File: src/rtl/dm_bus_arbiter.sv
// Two-master arbiter for the shared data-memory/IO bus.
// Registered grant FSM with a round-robin tie-break and a bounded hold time. The slave side is a
// combinational mux driven only from registered state, so grants are never combinational.
module dm_bus_arbiter #(
   parameter int unsigned AW       = 32,
   parameter int unsigned DW       = 32,
   parameter int unsigned MAX_HOLD = 16
) (
   input  logic          clk,
   input  logic          reset,
   input  logic          m0_req,
   input  logic          m0_rd,
   input  logic          m0_wr,
   input  logic [AW-1:0] m0_addr,
   input  logic [DW-1:0] m0_wdata,
   output logic          m0_gnt,
   input  logic          m1_req,
   input  logic          m1_rd,
   input  logic          m1_wr,
   input  logic [AW-1:0] m1_addr,
   input  logic [DW-1:0] m1_wdata,
   output logic          m1_gnt,
   output logic [DW-1:0] rdata,
   output logic          dm_cs,
   output logic          dm_rd,
   output logic          dm_wr,
   output logic [AW-1:0] dm_address,
   output logic [DW-1:0] dm_d_in,
   input  logic [DW-1:0] dm_out
);

   localparam int unsigned HW = (MAX_HOLD > 2) ? $clog2(MAX_HOLD) : 1;
   localparam logic [HW-1:0] HoldMax = HW'(MAX_HOLD - 1);

   typedef enum logic [1:0] {StIdle, StOwn0, StOwn1} state_e;

   state_e        state_q, state_d;
   logic          last_q, last_d;
   logic [HW-1:0] hcnt_q, hcnt_d;

   // Grant FSM: pick the next owner, then derive last-served pointer and hold counter.
   always_comb begin
      state_d = state_q;
      last_d  = last_q;
      hcnt_d  = hcnt_q;
      case (state_q)
         StIdle: begin
            // On a tie the master that was not served last wins.
            if (m0_req && m1_req) state_d = last_q ? StOwn0 : StOwn1;
            else if (m0_req)      state_d = StOwn0;
            else if (m1_req)      state_d = StOwn1;
         end
         StOwn0: begin
            if (!m0_req)                          state_d = m1_req ? StOwn1 : StIdle;
            else if (m1_req && hcnt_q == HoldMax) state_d = StOwn1;
         end
         StOwn1: begin
            if (!m1_req)                          state_d = m0_req ? StOwn0 : StIdle;
            else if (m0_req && hcnt_q == HoldMax) state_d = StOwn0;
         end
         default: state_d = StIdle;
      endcase

      if (state_d != state_q) begin
         if (state_d == StOwn0) begin
            last_d = 1'b0;
            hcnt_d = '0;
         end else if (state_d == StOwn1) begin
            last_d = 1'b1;
            hcnt_d = '0;
         end
      end else if (state_q != StIdle && hcnt_q != HoldMax) begin
         // Saturate so an uncontested owner never wraps the counter.
         hcnt_d = hcnt_q + 1'b1;
      end
   end

   // State registers; last resets to 1 so master 0 wins the first tie.
   always_ff @(posedge clk or negedge reset) begin
      if (!reset) begin
         state_q <= StIdle;
         last_q  <= 1'b1;
         hcnt_q  <= '0;
      end else begin
         state_q <= state_d;
         last_q  <= last_d;
         hcnt_q  <= hcnt_d;
      end
   end

   // Slave-side mux from registered owner; everything is 0 in IDLE (and hence during reset).
   always_comb begin
      m0_gnt     = 1'b0;
      m1_gnt     = 1'b0;
      dm_rd      = 1'b0;
      dm_wr      = 1'b0;
      dm_address = '0;
      dm_d_in    = '0;
      case (state_q)
         StOwn0: begin
            m0_gnt     = 1'b1;
            dm_wr      = m0_wr;
            dm_rd      = m0_rd & ~m0_wr;  // rd+wr together counts as a write
            dm_address = m0_addr;
            dm_d_in    = m0_wdata;
         end
         StOwn1: begin
            m1_gnt     = 1'b1;
            dm_wr      = m1_wr;
            dm_rd      = m1_rd & ~m1_wr;
            dm_address = m1_addr;
            dm_d_in    = m1_wdata;
         end
         default: ;
      endcase
      dm_cs = dm_rd | dm_wr;
      rdata = dm_out;
   end

endmodule
File: config.mk
export PLATFORM = sky130hd
export DESIGN_NAME = dm_bus_arbiter
export DESIGN_NICKNAME = d
export VERILOG_FILES = /design/src/rtl/dm_bus_arbiter.sv
export SDC_FILE = /design/constraint.sdc
export NUM_CORES = 1
export LEC_CHECK = 0
export BUFFER_PORTS_ARGS = -buffer_cell sky130_fd_sc_hd__buf_2
export CAP_MARGIN = 5
export CORE_AREA = 5 5 102 104
export DETAILED_ROUTE_END_ITERATION = 7
export DIE_AREA = 0 0 107 109
export GPL_TIMING_DRIVEN = 0
export SYNTH_ARGS = -nofsm -noshare
export SYNTH_HDL_FRONTEND = slang
export SYNTH_SLANG_ARGS = --single-unit
File: constraint.sdc
create_clock -name clk -period 2.67 [get_ports clk]
set_clock_uncertainty 0.05 [all_clocks]
set_input_delay 0.267 -clock clk [delete_from_list [all_inputs] [get_ports clk]]
set_output_delay 0.267 -clock clk [all_outputs]
set_load 0.02 [all_outputs]
---- Word-level counts from Yosys, hierarchy flattened ----
Index checks and enable logic that the tools add are counted.
word-level totals
  flip-flop bits (word level) ............. 7
  bits of input ports ..................... 168
  output and inout bits ................... 101
  word-level logic and storage cells ...... 50
cells by class
  $add $sub $neg .......................... 1
  equality and inequality tests ........... 8
  muxes and demuxes ....................... 23
  bitwise operators ....................... 5
  reduce and logical (&&, ||, !) cells .... 10
operator list
  cell                   count
  $pmux W32 S2           2
  $mux W2                9
  $mux W4                4
  $pmux W2 S3            1
  $reduce_bool A2 Y1     3
  $mux W1                5
  $add A4 B1 Y4 const B  1
  $eq A2 B1 Y1 const B   2
  $eq A2 B2 Y1 const B   2
  $eq A4 B4 Y1 const B   1
  $logic_and A1 B1 Y1    4
  $ne A4 B4 Y1 const B   1
  $pmux W1 S2            2
  $reduce_and A2 Y1      2
  $ne A3 B1 Y1 const B   1
  $and A1 B1 Y1          2
  $logic_not A2 Y1       1
  $ne A2 B2 Y1           1
  $not A1 Y1             2
  $or A1 B1 Y1           1

---- Longest topological paths before layout ----
  word-level depth ........................ 9
  mapped depth ............................ 13
  mapped depth without buffers ............ 12

---- Worst setup path after synthesis ----
No wires, ideal clock.
  kind .................................... reg2out
  start ................................... reg state_q[0]
  end ..................................... out dm_d_in[10]
  arrival ................................. 2.049 ns
  required time ........................... 2.353 ns
  slack ................................... 0.304 ns
  cell stages (with the launch flop) ...... 8
  buffers on the path ..................... 3
  cell sequence ........................... dfrtp_1 -> inv_1 -> ha_1 -> clkbuf_1 -> clkbuf_1 -> buf_1 -> a22oi_1 -> nor2_1
between the ends
  cells in the longest elaborated chain, start to end .. 2
  elaborated cells on any way between the ends .. 3
  classes of those cells .................. eq/ne (2); mux (1)
ends and longest elaborated chain
  element                                       RTL line  text
  start, declared                               37        state_e state_q, state_d;
  start signal, assigned                        81        state_q <= StIdle;
  start signal, assigned                        85        state_q <= state_d;
  $eq A2 B2 Y1 or $eq A2 B1 Y1 (tied branches)  99        case (state_q)
  $pmux W32 S2 (*)                              99
  end, declared                                 28        output logic [DW-1:0] dm_d_in,
Every way passes the cells marked *; elsewhere a longest branch is shown, timed or not.

---- Worst setup path after layout ----
  start ................................... reg state_q[1]
  end ..................................... out dm_d_in[31]
Same word-level chain as after synthesis.

==> results.cfg <==
[final_layout]
final_cells = 630
nFillCells = 1038
fin_nets = 692
stdcell_area_mm2 = 0.00322
regArea_um2 = 178
diodes = 0
fin_util_pct = 34.0
drive_gt1_share_pct = 57.8
multiInputGateArea_mm2 = 0.00127
area_delta_synth_final_pct = 77.6
final_cell_mix = 241 x buf_2, 67 x nor2_1, 65 x a22oi_1
layout_commonest_cell = buf_2

[synth]
synth_ff_type = dfrtp_1
synth.area.top_cells = a22oi_1 27%, nor2_1 14%, buf_4 14%, dfrtp_1 8.3%, ha_1 4.8%
syn_inst = 276
ys_seq_area_share_pct = 9.73
ys_warn_count = 0
synth_async_sr_flop_share_pct = 100
synth-seq-cells = 7
synth_edf_count = 0
yosysTopAreaCellShare_pct = 26.9
postSynthAreaPerCell_um2 = 6.57
synth_largest_area_cell = a22oi_1
synth_cell_type_count = 42
syn_nets = 451
netlist_area_mm2 = 0.00181

[clocking]
tritoncts = built
path_clk_slew_ps = 40
cts_max_level = 1
cts.sinks = 7
clk_latency_ps = 220
post_cts_buffers = 0
clock_path_buffers = 2
numCtsBuffers = 3
cts-root-buf = clkbuf_8

[setup_path]
crit_path_top_delay_cell = dfrtp_2
r2r_start = state_q[0]
cp.buffers_inverters = 5
timing.reg2reg.setup_slack_ps = 280
rr_endpoint = hcnt_q[2]
timing_worst_setup_path_type = reg -> out
crit_chain = inv_1 > ha_1 > buf_2 > clkbuf_4 > clkbuf_4 > a22oi_1 > nor2_1 > buf_2
startpoint = state_q[1]
r2r_cells = 8
crit_path_end_kind = output pin
slowest_delay_ps = 450
crit_path_start_kind = register
critPathRequiredTime_ps = 2350
path_delay_family = buffers and inverters
worstPathArrival_ps = 2150
path_depth = 8
endpoint = dm_d_in[31]
crit_path_max_fanout = 10

[sta]
fin_crit_sh_pct = 92.2
report.final.setup_viol = 0
worst_pin_slew_ps = 615
holdWs_ps = 363
slew_violations = 0
fin_tns_setup_ps = 0
relSlewSlack_pct = 58.8
hold_viol = 0
setup_ws_ps = 207
finalCriticalPeriod_ps = 2460
maxClockFrequency_mhz = 406
rsz0062_at_grt = no

[floorplanning]
fp-row-count = 36
initial_core_util_pct = 19.2
core_mm2 = 0.00946
die_width_um = 107
die_area_mm2 = 0.0117
io_pins = 269
die_h_um = 109

[place]
placed_area_mm2 = 0.00314
dp_hpwl_um = 9050
dp.cells = 626
port_buffers = 236
dp_slack_ps = -337
gp_congestion = 0.805

[pwr]
power_mw = 3.05
p_leak_nw = 1.84
powerDensity_mw_per_mm2 = 948
vdd_drop_max_uv = 369

[global_routing]
track_usage_pct = 15.6
grt_start_max_net_pins = 14
grt_first_pass_wirelength_um = 14700
antenna_found_initial = 1
grt_overflow_total = 0
grt_pass1_vias = 2838

[route]
ant_nets = 0
drt_pre_antenna_iters = 4
drc = 0
wire_per_inst_um = 16.3
drt-total-wl_um = 10300
vias = 3019
drtIter0Drc = 296
viasPerCell = 4.79

[hold_path]
hold_path.class = in -> async

[run_status]
status = complete, no violations

[job]
maxCapViolations = 0
-- sequential cells by signal, summed over array words and instances (netlist names) --
name     cells
hcnt_q       4
last_q       1
state_q      2
-- synthesized netlist by cell type, types with 3 or more instances --
master,number
a211o_1,4
a21oi_1,3
a22oi_1,65
buf_1,3
buf_4,33
clkbuf_1,20
dfrtp_1,6
ha_1,7
inv_1,7
nand2_1,10
nand3_1,6
nor2_1,68
o21ai_0,6
-- cell families after synthesis --
family | count (synthesis) | synth area share [%]
simple gates | 103 | 26.2
fa+ha+maj | 7 | 4.83
compound gates | 93 | 38.2
mux | 1 | 0.552
flops | 7 | 9.73
buf+inv | 65 | 20.4
-- metal layers --
metal | wire length [um] | GRT usage [%] | part of all wire, %
met1 | 4070 | 20.1 | 40
met3 | 1230 | 5.27 | 12
met5 | 12 | 0 | 0.12
met2 | 4940 | 26.6 | 48
met4 | 19 | 0.913 | 0.19
-- power breakdown --
part,leakage [nW],switching [mW],internal (mW),total (mW)
sequential,0.0883,0.0504,0.151,0.202
combinational,1.72,1.77,0.932,2.70
clock,0.0228,0.0422,0.103,0.145
-- what timing repair did --
action / CTS / global route
setup endpoints to repair: 66 / 56
hold buffers: 1 / 0
gates resized for setup: 10 / 16
hold endpoints to repair: 6 / 0
-- worst register-to-register path: cells and delay by family (launching register included) --
kind / cells / cell delay (ps)
and+or+nand+nor: 1 / 150
AOI/OAI and AO/OA: 4 / 1090
DFF: 1 / 460
adders and majority gates: 1 / 170
buffers and inverters: 2 / 360
-- worst min path at each step --
stage,cells after the start,endpoint,start,slack [ps]
finish,2,state_q[0],reset,360
global route,2,hcnt_q[0],reset,400
CTS,2,state_q[0],reset,370
detailed placement,1,state_q[0],reset,60
global placement,1,state_q[0],reset,60
floorplan,0,hcnt_q[0],reset,-80
-- area by class of cell --
| type | instances | area share, % |
|---|---|---|
| multi-input combinational | 204 | 39.4 |
| inverter | 7 | 0.933 |
| buffer | 57 | 11.3 |
| tap | 114 | 4.43 |
| timing repair buffer | 237 | 37.0 |
| sequential | 7 | 5.52 |
| clock buffer | 4 | 1.40 |
No activity file was read; power rests on OpenSTA's default activity.
